$ cat src/rtl/clock_pkg.sv
// Shared types and moduli for the digital clock counter chain and its set controller.
package clock_pkg;

  typedef enum logic [1:0] {
    MODE_RUN = 2'd0,
    MODE_HR  = 2'd1,
    MODE_MIN = 2'd2,
    MODE_SEC = 2'd3
  } mode_t;

  localparam int SEC_MAX = 60;
  localparam int MIN_MAX = 60;
  localparam int HR_MAX  = 24;

  typedef logic [5:0] time_val_t;

endpackage

$ cat src/rtl/mod_updown.sv
// Wrap-around increment/decrement of a value modulo M; purely combinational.
// inc and dec together, or neither, pass the value through unchanged.
module mod_updown #(
  parameter int M = 60,
  parameter int W = 6
) (
  input  logic [W-1:0] i_val,
  input  logic         i_inc,
  input  logic         i_dec,
  output logic [W-1:0] o_val
);

  logic [W-1:0] w_plus;
  logic [W-1:0] w_minus;

  assign w_plus  = i_val + 1'b1;
  assign w_minus = i_val - 1'b1;

  always_comb begin
    o_val = i_val;
    if (i_inc && !i_dec) begin
      o_val = (w_plus == W'(M)) ? '0 : w_plus;
    end else if (i_dec && !i_inc) begin
      o_val = (i_val == '0) ? W'(M - 1) : w_minus;
    end
  end

endmodule

$ cat src/rtl/clock_set_controller.sv
// Run/set sequencer for the sec/min/hr counter chain: count enables in RUN,
// edit value plus shared load bus in the SET states, auto-return on inactivity.
module clock_set_controller #(
  parameter int SEC_MAX   = clock_pkg::SEC_MAX,
  parameter int MIN_MAX   = clock_pkg::MIN_MAX,
  parameter int HR_MAX    = clock_pkg::HR_MAX,
  parameter int TIMEOUT_S = 30
) (
  input  logic       Clk,
  input  logic       Clr,
  input  logic       tick_1hz,
  input  logic       btn_mode,
  input  logic       btn_inc,
  input  logic       btn_dec,
  input  logic       sec_rco,
  input  logic       min_rco,
  input  logic [5:0] hr_q,
  input  logic [5:0] min_q,
  output logic       sec_en,
  output logic       min_en,
  output logic       hr_en,
  output logic       load,
  output logic [1:0] mode,
  output logic [5:0] value
);

  import clock_pkg::*;

  localparam int TMO_W = $clog2(TIMEOUT_S + 1);

  // The edit value is 6 bits wide, so every modulus must fit in it.
  if (SEC_MAX > 64 || MIN_MAX > 64 || HR_MAX > 64) begin : g_modulus_range
    $error("clock_set_controller: modulus does not fit a 6-bit value");
  end

  mode_t            r_state;
  mode_t            w_state_nxt;
  time_val_t        r_value;
  time_val_t        w_value_nxt;
  logic [TMO_W-1:0] r_tmo;
  logic [TMO_W-1:0] w_tmo_nxt;
  logic [TMO_W-1:0] w_tmo_tick;
  time_val_t        w_hr_upd;
  time_val_t        w_min_upd;
  logic             w_edit;

  mod_updown #(.M(HR_MAX), .W(6)) u_hr_updown (
    .i_val (r_value),
    .i_inc (btn_inc),
    .i_dec (btn_dec),
    .o_val (w_hr_upd)
  );

  mod_updown #(.M(MIN_MAX), .W(6)) u_min_updown (
    .i_val (r_value),
    .i_inc (btn_inc),
    .i_dec (btn_dec),
    .o_val (w_min_upd)
  );

  assign w_edit     = btn_inc | btn_dec;
  assign w_tmo_tick = (r_tmo == TMO_W'(TIMEOUT_S)) ? r_tmo : r_tmo + 1'b1;

  // Priority inside a SET state: mode button, then inc/dec, then tick.
  always_comb begin
    w_state_nxt = r_state;
    w_value_nxt = r_value;
    w_tmo_nxt   = r_tmo;
    unique case (r_state)
      MODE_RUN: begin
        w_tmo_nxt = '0;
        if (btn_mode) begin
          w_state_nxt = MODE_HR;
          w_value_nxt = hr_q;
        end
      end
      MODE_HR: begin
        if (btn_mode) begin
          w_state_nxt = MODE_MIN;
          w_value_nxt = min_q;
          w_tmo_nxt   = '0;
        end else if (w_edit) begin
          w_value_nxt = w_hr_upd;
          w_tmo_nxt   = '0;
        end else if (tick_1hz) begin
          w_tmo_nxt   = w_tmo_tick;
        end
      end
      MODE_MIN: begin
        if (btn_mode) begin
          w_state_nxt = MODE_SEC;
          w_value_nxt = '0;
          w_tmo_nxt   = '0;
        end else if (w_edit) begin
          w_value_nxt = w_min_upd;
          w_tmo_nxt   = '0;
        end else if (tick_1hz) begin
          w_tmo_nxt   = w_tmo_tick;
        end
      end
      MODE_SEC: begin
        w_value_nxt = '0;
        if (btn_mode) begin
          w_state_nxt = MODE_RUN;
          w_tmo_nxt   = '0;
        end else if (w_edit) begin
          w_tmo_nxt   = '0;
        end else if (tick_1hz) begin
          w_tmo_nxt   = w_tmo_tick;
        end
      end
    endcase
    if (r_state != MODE_RUN && w_tmo_nxt == TMO_W'(TIMEOUT_S)) begin
      w_state_nxt = MODE_RUN;
      w_tmo_nxt   = '0;
    end
  end

  always_ff @(posedge Clk or posedge Clr) begin
    if (Clr) begin
      r_state <= MODE_RUN;
      r_value <= '0;
      r_tmo   <= '0;
    end else begin
      r_state <= w_state_nxt;
      r_value <= w_value_nxt;
      r_tmo   <= w_tmo_nxt;
    end
  end

  always_comb begin
    sec_en = 1'b0;
    min_en = 1'b0;
    hr_en  = 1'b0;
    load   = 1'b1;
    if (r_state == MODE_RUN) begin
      sec_en = tick_1hz;
      min_en = tick_1hz & sec_rco;
      hr_en  = tick_1hz & sec_rco & min_rco;
      load   = 1'b0;
    end
  end

  assign mode  = r_state;
  assign value = r_value;

endmodule

$ cat config.mk
export PLATFORM = sky130hd
export DESIGN_NAME = clock_set_controller
export DESIGN_NICKNAME = d
export VERILOG_FILES = /design/src/rtl/clock_pkg.sv /design/src/rtl/mod_updown.sv /design/src/rtl/clock_set_controller.sv
export SDC_FILE = /design/constraint.sdc
export NUM_CORES = 1
export LEC_CHECK = 0
export CAP_MARGIN = 40
export CORE_ASPECT_RATIO = 1.4
export CORE_MARGIN = 2
export CORE_UTILIZATION = 52
export CTS_BUF_LIST = sky130_fd_sc_hd__clkbuf_4
export CTS_CLUSTER_SIZE = 16
export DETAILED_ROUTE_END_ITERATION = 8
export HOLD_SLACK_MARGIN = 0.15
export PLACE_DENSITY = 0.83
export SLEW_MARGIN = 20
export SYNTH_ARGS = -nofsm -noshare
export SYNTH_HDL_FRONTEND = slang
export SYNTH_SLANG_ARGS = --single-unit
export TNS_END_PERCENT = 20
$ cat constraint.sdc
create_clock -name Clk -period 2.4 [get_ports Clk]
set_input_delay 0.48 -clock Clk [delete_from_list [all_inputs] [get_ports Clk]]
set_output_delay 0.48 -clock Clk [all_outputs]
set_load 0.005 [all_outputs]
==> results.json <==
{
  "gp_congestion": 0.938,
  "setup_ws_ns": 0.105,
  "antenna_found_initial": 0,
  "end_kind": "primary output",
  "rsz0062_at_grt": "false",
  "die_w_um": 47.6,
  "cts_max_path_buffers": 2,
  "drt_pre_antenna_iters": 4,
  "cts.clk_slew.worst_paths_ns": 0.09,
  "synthCells": 174,
  "regToRegStartpoint": "value[0]$_DFFE_PP0P_",
  "synth_top_cell_area_share": 0.235,
  "cts_buffers": 3,
  "crit_fanout": 4,
  "fmax_ghz": 0.436,
  "cts_tree": "done",
  "die_y_um": 65.0,
  "yosysTopAreaCell": "dfrtp_1",
  "io_pins": 32,
  "async_flop_share": 1.00,
  "die-area_um2": 3090,
  "fillCellCount": 245,
  "n_antenna_cell": 0,
  "worstMarginPinSlew_ns": 0.562,
  "synth_ff_type": "dfrtp_1",
  "outcome": "completed",
  "cts.sinks": 13,
  "grt_pass1_vias": 1422,
  "synth_fp_nets": 204,
  "drive_above_1_share": 0.116,
  "layout_common_cells": "31 x clkdlybuf4s50_1, 16 x nand2_1, 13 x inv_1, 13 x dfrtp_1, 12 x nor2_1",
  "synth_area_per_cell_um2": 7.95,
  "slew_headroom": 0.625,
  "yosysWarnings": 0,
  "ys_types": 52,
  "period_minus_slack_ns": 2.30,
  "vdd_drop_max_v": 0.000766,
  "cp-startpoint": "mode[1]$_DFFE_PP0P_",
  "design.core.area_um2": 2590,
  "detail_route.wl_per_cell_um": 16.0,
  "setup_viol": 0,
  "worst-setup-path-type": "reg -> out",
  "multi_input_area_um2": 927,
  "ant_nets": 0,
  "finish.instance_area_um2": 1760,
  "grt-ovfl-total": 0,
  "synth_edf_count": 0,
  "p_leak_nw": 0.743,
  "ctsHoldBuffers": 0,
  "slew_viol_final": 0,
  "worst_clock_skew_ns": 0.0152,
  "htree_levels": 1,
  "start_util": 0.534,
  "cp_data_required_time_ns": 1.92,
  "ff_latch_area_um2": 325,
  "cp-start-kind": "register",
  "root_buffer": "clkbuf_4",
  "grt_pass1_wl_um": 6350,
  "post-route-period-util": 0.956,
  "rows": 22,
  "power_density_nw_per_um2": 1030,
  "yosysSeqAreaShare": 0.235,
  "grt_max_degree": 18,
  "drt_iter0_markers": 78,
  "tns_ns": 0,
  "ys_ff_latch": 13,
  "port_buffers": 31,
  "vias": 1438,
  "drc_errors": 0,
  "viasPerCell": 5.92,
  "areaGrowthSynthToFinish_pct": 27.4,
  "worst_hold_path_type": "in -> async",
  "synth_area_um2": 1380,
  "final_common_cell": "clkdlybuf4s50_1",
  "insertion_delay_ns": 0.31,
  "arrival_ns": 1.82,
  "synthTopCellsByArea": "dfrtp_1 24%, ha_1 9.0%, nand2_1 4.3%",
  "postPlaceCellArea_um2": 1710,
  "nets": 238,
  "drv_cap": 0,
  "finalPower_w": 0.00181,
  "hpwl_um": 2990,
  "finalHoldViolations": 0,
  "grt_use_total": 0.286,
  "routed_wl_um": 3890,
  "pre_cts_slack_ns": 0.0155
}
==> timing repair <==
action,in CTS,in global routing
setup buffers,0,2
setup endpoints to repair,0,1
gates resized for setup,0,1
==> registers in the layout, indices dropped and copies added (netlist names) <==
register / count
value: 6
r_tmo: 5
mode: 2
==> Yosys cell counts (3+ instances only) <==
master,count
ha_1,10
xnor2_1,3
nor2b_1,4
xor2_1,5
nand2_1,16
nor2_1,12
inv_1,13
o21ai_0,10
a21oi_1,9
a221o_1,3
nand3_1,6
a31oi_1,7
nor3_1,7
buf_2,6
nand4_1,4
dfrtp_1,13
==> metrics by stage <==
stage / std cells / hold WS, ns / utilization
4_1_cts: 241 / 0.539 / 0.674
2_1_floorplan: 174 / 0.357 / -
3_5_place_dp: 237 / 0.585 / 0.662
6_report: 243 / 0.510 / 0.681
3_3_place_gp: 237 / 0.580 / 0.662
5_1_grt: 243 / 0.580 / 0.681
==> cell type report <==
class                      count  share of cell area
multi-input combinational    136               0.526
inverter                      13              0.0277
timing repair buffer          41               0.219
clock buffer                   4              0.0170
sequential                    13               0.185
tap                           36              0.0256
==> cell families (layout without fill, tap and decap cells) <==
kind of cell    count (synthesis)  in the layout  share of synthesized area
xor+xnor                        8              8                     0.0507
simple gates                   65             65                      0.253
compound gates                 49             49                      0.243
buf+inv                        25             58                     0.0959
flops                          13             13                      0.235
fa+ha+maj                      10             10                     0.0905
mux                             4              4                     0.0308
==> final timing paths <==
check / end / slack [ns] / cells after the start
hold reg to reg: mode[1]$_DFFE_PP0P_ / 0.54 / 2
max in group asynchronous: value[2]$_DFFE_PP0P_ / 1.50 / 2
min in group Clk: mode[1]$_DFFE_PP0P_ / 0.54 / 2
setup reg to reg: value[0]$_DFFE_PP0P_ / 0.34 / 7
hold / removal: mode[1]$_DFFE_PP0P_ / 0.51 / 2
setup / recovery: hr_en / 0.10 / 5
==> critical path, stage by stage (launching register included) <==
cell	delay, ns
dfrtp_1	0.40
inv_1	0.10
ha_2	0.23
and3_1	0.17
and2_1	0.12
clkdlybuf4s50_1	0.49
==> report_power, final <==
group	switching (W)	internal [W]	total [W]
clock network	0.0000863	0.0000763	0.000163
registers	0.000160	0.000285	0.000446
logic	0.000603	0.000602	0.00121
==> routing by layer <==
| layer | GRT usage | vias to the layer above | wire (um) |
|---|---|---|---|
| met2 | 0.503 | 53 | 2130 |
| met1 | 0.329 | 674 | 1470 |
| li1 | - | 701 | - |
| met3 | 0.0279 | 10 | 198 |
| met5 | 0 | - | 0 |
| met4 | 0.125 | 0 | 92 |
Power figures use the tool's default switching activity.
